[config.mk]
export PLATFORM = sky130hd
export DESIGN_NAME = cavlc_level_coder
export DESIGN_NICKNAME = d
export VERILOG_FILES = /design/src/rtl/cavlc_level_coder.sv
export SDC_FILE = /design/constraint.sdc
export NUM_CORES = 1
export LEC_CHECK = 0
export ABC_CLOCK_PERIOD_IN_PS = 5500
export CAP_MARGIN = 20
export CELL_PAD_IN_SITES_DETAIL_PLACEMENT = 1
export CELL_PAD_IN_SITES_GLOBAL_PLACEMENT = 1
export CORE_ASPECT_RATIO = 2
export CORE_MARGIN = 3
export CORE_UTILIZATION = 25
export CTS_BUF_LIST = sky130_fd_sc_hd__clkbuf_4 sky130_fd_sc_hd__clkbuf_8
export DETAILED_ROUTE_END_ITERATION = 10
export GPL_TIMING_DRIVEN = 1
export PLACE_DENSITY_LB_ADDON = 0.1
export SETUP_SLACK_MARGIN = 0.05
export SLEW_MARGIN = 15
export SYNTH_ARGS = -nofsm -noshare
export SYNTH_HDL_FRONTEND = slang
export SYNTH_SLANG_ARGS = --single-unit
[constraint.sdc]
create_clock -name clk -period 5.5 [get_ports clk]
set_input_delay 0.825 -clock clk [delete_from_list [all_inputs] [get_ports clk]]
set_output_delay 0.825 -clock clk [all_outputs]
set_load 0.01 [all_outputs]
[src/rtl/cavlc_level_coder.sv]
// CAVLC level coder: walks one coefficient block from the macroblock BRAM in
// reverse zig-zag order, drops the trailing ones, and streams one complete
// level_prefix/level_suffix code word per remaining nonzero level.
module cavlc_level_coder #(
  parameter int DATA_WIDTH   = 9,
  parameter int ADDR_WIDTH   = 4,
  parameter int MAX_COEFF    = 16,
  parameter int NZQ_WIDTH    = 5,
  parameter int SUFFIX_WIDTH = 12
) (
  input  logic                           clk,
  input  logic                           rst,
  input  logic                           start_levels,
  input  logic [NZQ_WIDTH-1:0]           blk_len,
  input  logic [NZQ_WIDTH-1:0]           NZQ,
  input  logic [1:0]                     T1s,
  output logic                           mb_bram_en,
  output logic [ADDR_WIDTH-1:0]          mb_bram_address,
  input  logic signed [DATA_WIDTH-1:0]   mb_bram_data,
  output logic                           out_valid,
  input  logic                           out_ready,
  output logic [3:0]                     level_prefix,
  output logic [SUFFIX_WIDTH-1:0]        level_suffix,
  output logic [3:0]                     suffix_size,
  output logic                           busy,
  output logic                           finish_levels
);

  localparam int LW = DATA_WIDTH + 1;  // levelCode width
  localparam int CW = 16;              // room for 15<<6 and escape compares

  localparam logic [2:0] S_IDLE = 3'd0;
  localparam logic [2:0] S_READ = 3'd1;
  localparam logic [2:0] S_WAIT = 3'd2;
  localparam logic [2:0] S_EVAL = 3'd3;
  localparam logic [2:0] S_EMIT = 3'd4;
  localparam logic [2:0] S_DONE = 3'd5;

  logic [2:0]                   r_state;
  logic [ADDR_WIDTH-1:0]        r_idx;
  logic [NZQ_WIDTH-1:0]         r_nzq;
  logic [NZQ_WIDTH-1:0]         r_seen;
  logic [1:0]                   r_t1s;
  logic                         r_first;
  logic [2:0]                   r_sl;
  logic                         r_end;
  logic signed [DATA_WIDTH-1:0] r_coef;
  logic [3:0]                   r_prefix;
  logic [SUFFIX_WIDTH-1:0]      r_suffix;
  logic [3:0]                   r_size;

  // Block length clamped into 1..MAX_COEFF so the scan never leaves the block
  logic [NZQ_WIDTH-1:0] w_len;
  logic [NZQ_WIDTH-1:0] w_last;
  assign w_len  = (blk_len == '0) ? NZQ_WIDTH'(1) :
                  (blk_len > NZQ_WIDTH'(MAX_COEFF)) ? NZQ_WIDTH'(MAX_COEFF) : blk_len;
  assign w_last = w_len - NZQ_WIDTH'(1);

  // Scan bookkeeping for the coefficient under evaluation
  logic [NZQ_WIDTH-1:0] w_seen_n;
  logic                 w_skip;
  logic                 w_end;
  assign w_seen_n = r_seen + NZQ_WIDTH'(1);
  assign w_skip   = (w_seen_n <= {{(NZQ_WIDTH-2){1'b0}}, r_t1s});
  assign w_end    = (w_seen_n == r_nzq) || (r_idx == '0);

  // levelCode from the latched coefficient
  logic           w_neg;
  logic [LW-1:0]  w_ext;
  logic [LW-1:0]  w_abs;
  logic [LW-1:0]  w_lc;
  logic [CW-1:0]  w_lcx;
  logic [CW-1:0]  w_lim;

  // Magnitude and levelCode, including the first-level bias when T1s<3
  always_comb begin
    w_neg = r_coef[DATA_WIDTH-1];
    w_ext = {r_coef[DATA_WIDTH-1], r_coef};
    w_abs = w_neg ? (~w_ext + LW'(1)) : w_ext;
    w_lc  = w_neg ? ({w_abs[LW-2:0], 1'b0} - LW'(1)) : ({w_abs[LW-2:0], 1'b0} - LW'(2));
    if (r_first && (r_t1s != 2'd3)) w_lc = w_lc - LW'(2);
    w_lcx = CW'(w_lc);
    w_lim = CW'(15) << r_sl;
  end

  logic [3:0]              w_pre;
  logic [SUFFIX_WIDTH-1:0] w_suf;
  logic [3:0]              w_size;

  // Prefix/suffix split for the current suffixLength, escape at prefix 15
  always_comb begin
    w_pre  = '0;
    w_suf  = '0;
    w_size = '0;
    if (r_sl == 3'd0) begin
      if (w_lcx < CW'(14)) begin
        w_pre = w_lcx[3:0];
      end else if (w_lcx < CW'(30)) begin
        w_pre  = 4'd14;
        w_suf  = SUFFIX_WIDTH'(w_lcx - CW'(14));
        w_size = 4'd4;
      end else begin
        w_pre  = 4'd15;
        w_suf  = SUFFIX_WIDTH'(w_lcx - CW'(30));
        w_size = 4'd12;
      end
    end else if (w_lcx < w_lim) begin
      w_pre  = 4'(w_lcx >> r_sl);
      w_suf  = SUFFIX_WIDTH'(w_lcx & ~({CW{1'b1}} << r_sl));
      w_size = {1'b0, r_sl};
    end else begin
      w_pre  = 4'd15;
      w_suf  = SUFFIX_WIDTH'(w_lcx - w_lim);
      w_size = 4'd12;
    end
  end

  logic [2:0]    w_sl1;
  logic [CW-1:0] w_thr;
  logic [2:0]    w_sl_next;

  // suffixLength adaptation applied once the code word is accepted
  always_comb begin
    w_sl1     = (r_sl == 3'd0) ? 3'd1 : r_sl;
    w_thr     = CW'(3) << (w_sl1 - 3'd1);
    w_sl_next = ((CW'(w_abs) > w_thr) && (w_sl1 < 3'd6)) ? (w_sl1 + 3'd1) : w_sl1;
  end

  // Scan FSM and code-word registers
  always_ff @(posedge clk or negedge rst) begin
    if (!rst) begin
      r_state  <= S_IDLE;
      r_idx    <= '0;
      r_nzq    <= '0;
      r_seen   <= '0;
      r_t1s    <= '0;
      r_first  <= 1'b0;
      r_sl     <= '0;
      r_end    <= 1'b0;
      r_coef   <= '0;
      r_prefix <= '0;
      r_suffix <= '0;
      r_size   <= '0;
    end else begin
      case (r_state)
        S_IDLE: begin
          if (start_levels) begin
            r_idx   <= w_last[ADDR_WIDTH-1:0];
            r_nzq   <= NZQ;
            r_t1s   <= T1s;
            r_seen  <= '0;
            r_first <= 1'b1;
            r_sl    <= ((NZQ > NZQ_WIDTH'(10)) && (T1s != 2'd3)) ? 3'd1 : 3'd0;
            r_state <= S_READ;
          end
        end
        S_READ: r_state <= S_WAIT;
        S_WAIT: begin
          r_coef  <= mb_bram_data;
          r_state <= S_EVAL;
        end
        S_EVAL: begin
          if (r_coef == '0) begin
            if (r_idx == '0) r_state <= S_DONE;
            else begin
              r_idx   <= r_idx - ADDR_WIDTH'(1);
              r_state <= S_READ;
            end
          end else begin
            r_seen <= w_seen_n;
            if (w_skip) begin
              if (w_end) r_state <= S_DONE;
              else begin
                r_idx   <= r_idx - ADDR_WIDTH'(1);
                r_state <= S_READ;
              end
            end else begin
              r_prefix <= w_pre;
              r_suffix <= w_suf;
              r_size   <= w_size;
              r_end    <= w_end;
              r_state  <= S_EMIT;
            end
          end
        end
        S_EMIT: begin
          if (out_ready) begin
            r_sl     <= w_sl_next;
            r_first  <= 1'b0;
            r_prefix <= '0;
            r_suffix <= '0;
            r_size   <= '0;
            if (r_end) r_state <= S_DONE;
            else begin
              r_idx   <= r_idx - ADDR_WIDTH'(1);
              r_state <= S_READ;
            end
          end
        end
        S_DONE:  r_state <= S_IDLE;
        default: r_state <= S_IDLE;
      endcase
    end
  end

  assign mb_bram_en      = (r_state == S_READ);
  assign mb_bram_address = (r_state == S_READ) ? r_idx : '0;
  assign out_valid       = (r_state == S_EMIT);
  assign level_prefix    = r_prefix;
  assign level_suffix    = r_suffix;
  assign suffix_size     = r_size;
  assign busy            = (r_state != S_IDLE) && (r_state != S_DONE);
  assign finish_levels   = (r_state == S_DONE);

endmodule

==> results.md <==
## Clocking
• 5 — clock buffer count from CTS
• 0 — postcts setup bufs
• 53 — number of sinks handled by clock tree synthesis
• sky130_fd_sc_hd__clkbuf_8 — Clock Tree Root
• 0.11 ns — clock-pin slew reported for the worst setup and hold paths after clock tree synthesis
• 2 — H-Tree Depth
• built — clock tree from TritonCTS
• 0.34 ns — worst-skew pair later-pin latency
• 2 — maximum count of clock buffers along a single path

## Floorplan
• 73 — # rows
• 53 — boundary pin count
• 19900 µm² — Core Box Area
• 22100 µm² — Die Outline Area
• 207 µm — DIE HEIGHT
• 107 µm — horizontal die dimension
• 0.254 — initial core utilization

## Critical path
• flop — startpoint types
• inv_1 -> ha_1 -> nand2_1 -> a21boi_0 -> ha_2 -> ha_1 -> mux2i_1 -> ha_1 -> nor2b_1 -> o21ai_0 -> a21boi_0 -> o21a_1 -> a211oi_1 -> o221a_2 -> o41a_1 -> nand2_1 -> a211o_1 -> a22o_1 — worst-path cell chain
• 0.51 ns — critical path's largest stage delay
• sky130_fd_sc_hd__a211oi_1 — cell at the slowest stage of the critical path
• 5.72 ns — data required time at the worst endpoint
• 5 — largest fanout of any net on the critical path
• flop to flop — Worst Setup Path Type
• sky130_fd_sc_hd__ha_1 — most used cell, CP
• 1 — number of buffer and inverter instances along the worst setup path
• flop — type of element capturing the critical path
• compound AO/OA/AOI/OAI gates — delay-heaviest family, CP
• 5.20 ns — arrival time of the worst setup path

## STA
• 0.959 ns — Worst-Margin Slew
• 0 — final hold viol count
• 4.97 ns — clock period minus worst slack
• 0.904 — crit share post-route
• 0 — final setup vio count
• 0 ns — final total negative setup slack
• 0.0146 ns — clk_skew
• false — setup repair after global routing missed its margin
• 201 MHz — fmax
• 0 — Max Transition Viols Final
• 0.356 — worst slew slack as a fraction of its limit

## Placement
• 16100 µm — detailed placer's ending HPWL
• 52 — Buffers on Ports
• 0.893 — global placer's final weighted congestion

## Layout
• 734 — final-stage net count
• 0.308 — share of the core filled with cells in the final layout
• 0 — number of diodes added for antenna fixing
• 0.117 — ratio of cells with drive above 1 in the final layout
• 21.4% — Synth-to-Final Area Change

## Synth
• 0 — number of warning messages in the yosys log
• 673 — number of nets produced by synthesis
• 1.00 — share of flip-flops with an asynchronous set or reset after synthesis
• sky130_fd_sc_hd__dfrtp_1 — flip-flop cell with the highest count after synthesis
• 8.21 µm² — Post-Syn Area per Cell
• sky130_fd_sc_hd__dfrtp_1 (26%), sky130_fd_sc_hd__ha_1 (7.7%), sky130_fd_sc_hd__nand2_1 (6.7%) — main area contributors after synthesis
• 616 — gate count of the mapped netlist
• 0.262 — proportion of netlist area held by the largest area contributor
• sky130_fd_sc_hd__nand2_1 (90), sky130_fd_sc_hd__dfrtp_1 (53), sky130_fd_sc_hd__a21oi_1 (44) — commonest cells in the synthesized netlist
• sky130_fd_sc_hd__dfrtp_1 — library cell with the largest summed area after synthesis
• 53 — number of synthesized register bits
• 86 — number of distinct library cells after synthesis
• sky130_fd_sc_hd__nand2_1 — most repeated cell in the gate-level netlist after synthesis
• 0 — EDFF count, synth
• 5060 µm² — post-synthesis cell area
• 0.262 — sequential element share of the synthesized area

## Detailed routing
• 0 — Detail Route Antenna Nets
• 19900 µm — total routed wirelength
• 181 — detailed router's first-iteration violation count
• 0 — number of remaining DRC errors
• 4911 — vias after detailed routing
• 5.22 — vias per cell
• 21.1 µm — routed length per placed instance
• 4 — Initial DRT Pass Iterations

## GRT
• 0 — final global-route overflow total
• 0.186 — global-route total usage across every layer
• 54 — maximum number of pins on one net before global-route repair
• 0 — initial antenna violation count
• 31500 µm — wire length of the first global-routing pass
• 5479 — via count of the first global-routing pass

## Min path
• flop to flop — path category of the worst min-delay check

## Flow run
• 0 — count of maximum capacitance violations

## Outcome
• complete, no violations — outcome

==> worst paths after layout <==
kind                       cells after the start  slack [ns]              from                to
setup / recovery                              18        0.53         r_coef[0]   level_prefix[1]
hold / removal                                 2        0.50  level_suffix[10]  level_suffix[10]
setup reg to reg                              18        0.53         r_coef[0]   level_prefix[1]
hold reg to reg                                2        0.50  level_suffix[10]  level_suffix[10]
max in group asynchronous                      2        4.36               rst         r_coef[1]
min in group asynchronous                      2        0.61               rst   level_suffix[4]
==> registers in the layout (all words and copies together), names as in the netlist <==
name and count:
r_t1s 2, r_seen 5, level_prefix 4, r_state 3, r_coef 9, r_idx 4
r_end 1, r_nzq 5, r_first 1, r_sl 3, suffix_size 4, level_suffix 12
==> layer usage <==
metal  up-vias  track usage  share of wire
met4         0       0.0799          0.042
met5         -            0              0
met3        35       0.0196          0.021
li1       2344            -              -
met2        90        0.373           0.58
met1      2442        0.184           0.35
==> kinds of logic (layout without fill, tap and decap cells) <==
logic type / after synthesis / count (layout) / share of synthesized area
flip-flops: 53 / 53 / 0.262
buffers and inverters: 68 / 130 / 0.0549
AO/OA/AOI/OAI: 176 / 176 / 0.248
XOR/XNOR: 37 / 37 / 0.0784
adder cells (fa/ha/maj): 33 / 33 / 0.0826
multiplexers: 16 / 16 / 0.0408
AND/OR/NAND/NOR: 233 / 233 / 0.233
==> cell type report <==
type	instances	area (µm²)
clock buffer	7	90.1
clock inverter	1	30.0
fill	2429	13800
inverter	37	141
multi-input combinational	495	3460
sequential	53	1330
tap	262	328
timing repair buffer	85	763
==> worst register-to-register path: stages (launching register included) <==
cell                       delay, ns
sky130_fd_sc_hd__dfrtp_1        0.36
sky130_fd_sc_hd__inv_1          0.05
sky130_fd_sc_hd__ha_1           0.31
sky130_fd_sc_hd__nand2_1        0.07
sky130_fd_sc_hd__a21boi_0       0.25
sky130_fd_sc_hd__ha_2           0.35
sky130_fd_sc_hd__ha_1           0.29
sky130_fd_sc_hd__mux2i_1        0.34
sky130_fd_sc_hd__ha_1           0.35
sky130_fd_sc_hd__nor2b_1        0.16
sky130_fd_sc_hd__o21ai_0        0.21
sky130_fd_sc_hd__a21boi_0       0.17
sky130_fd_sc_hd__o21a_1         0.24
sky130_fd_sc_hd__a211oi_1       0.51
sky130_fd_sc_hd__o221a_2        0.36
sky130_fd_sc_hd__o41a_1         0.19
sky130_fd_sc_hd__nand2_1        0.18
sky130_fd_sc_hd__a211o_1        0.29
sky130_fd_sc_hd__a22o_1         0.21
==> repair_timing <==
action | in CTS | in global routing
setup endpoints to repair | 0 | 10
hold buffers | 0 | 0
resized for setup | 0 | 2
==> metrics by stage <==
stage,hold slack [ns],area (µm²),instances,worst slack (ns)
6_report,0.503,6140,940,0.526
5_1_grt,0.532,6140,940,0.0588
4_1_cts,0.514,6130,940,0.389
3_5_place_dp,0.486,6010,932,0.429
3_3_place_gp,0.462,6010,932,0.485
2_1_floorplan,0.441,5060,616,0.373
==> placed cells by master (no fill, tap or decap), types with 13 or more instances in the layout <==
cell,count
sky130_fd_sc_hd__xnor2_1,21
sky130_fd_sc_hd__dfrtp_1,53
sky130_fd_sc_hd__nand3_1,13
sky130_fd_sc_hd__o21ai_0,38
sky130_fd_sc_hd__inv_1,32
sky130_fd_sc_hd__buf_4,33
sky130_fd_sc_hd__a21oi_1,44
sky130_fd_sc_hd__ha_1,30
sky130_fd_sc_hd__and2_1,13
sky130_fd_sc_hd__nand2_1,90
sky130_fd_sc_hd__clkdlybuf4s50_1,51
sky130_fd_sc_hd__nor3_1,14
sky130_fd_sc_hd__nor2_1,40
Power is left out: the tool's default activity adds up to more than one toggle a clock period on the data nets, which glitch-free logic cannot reach.
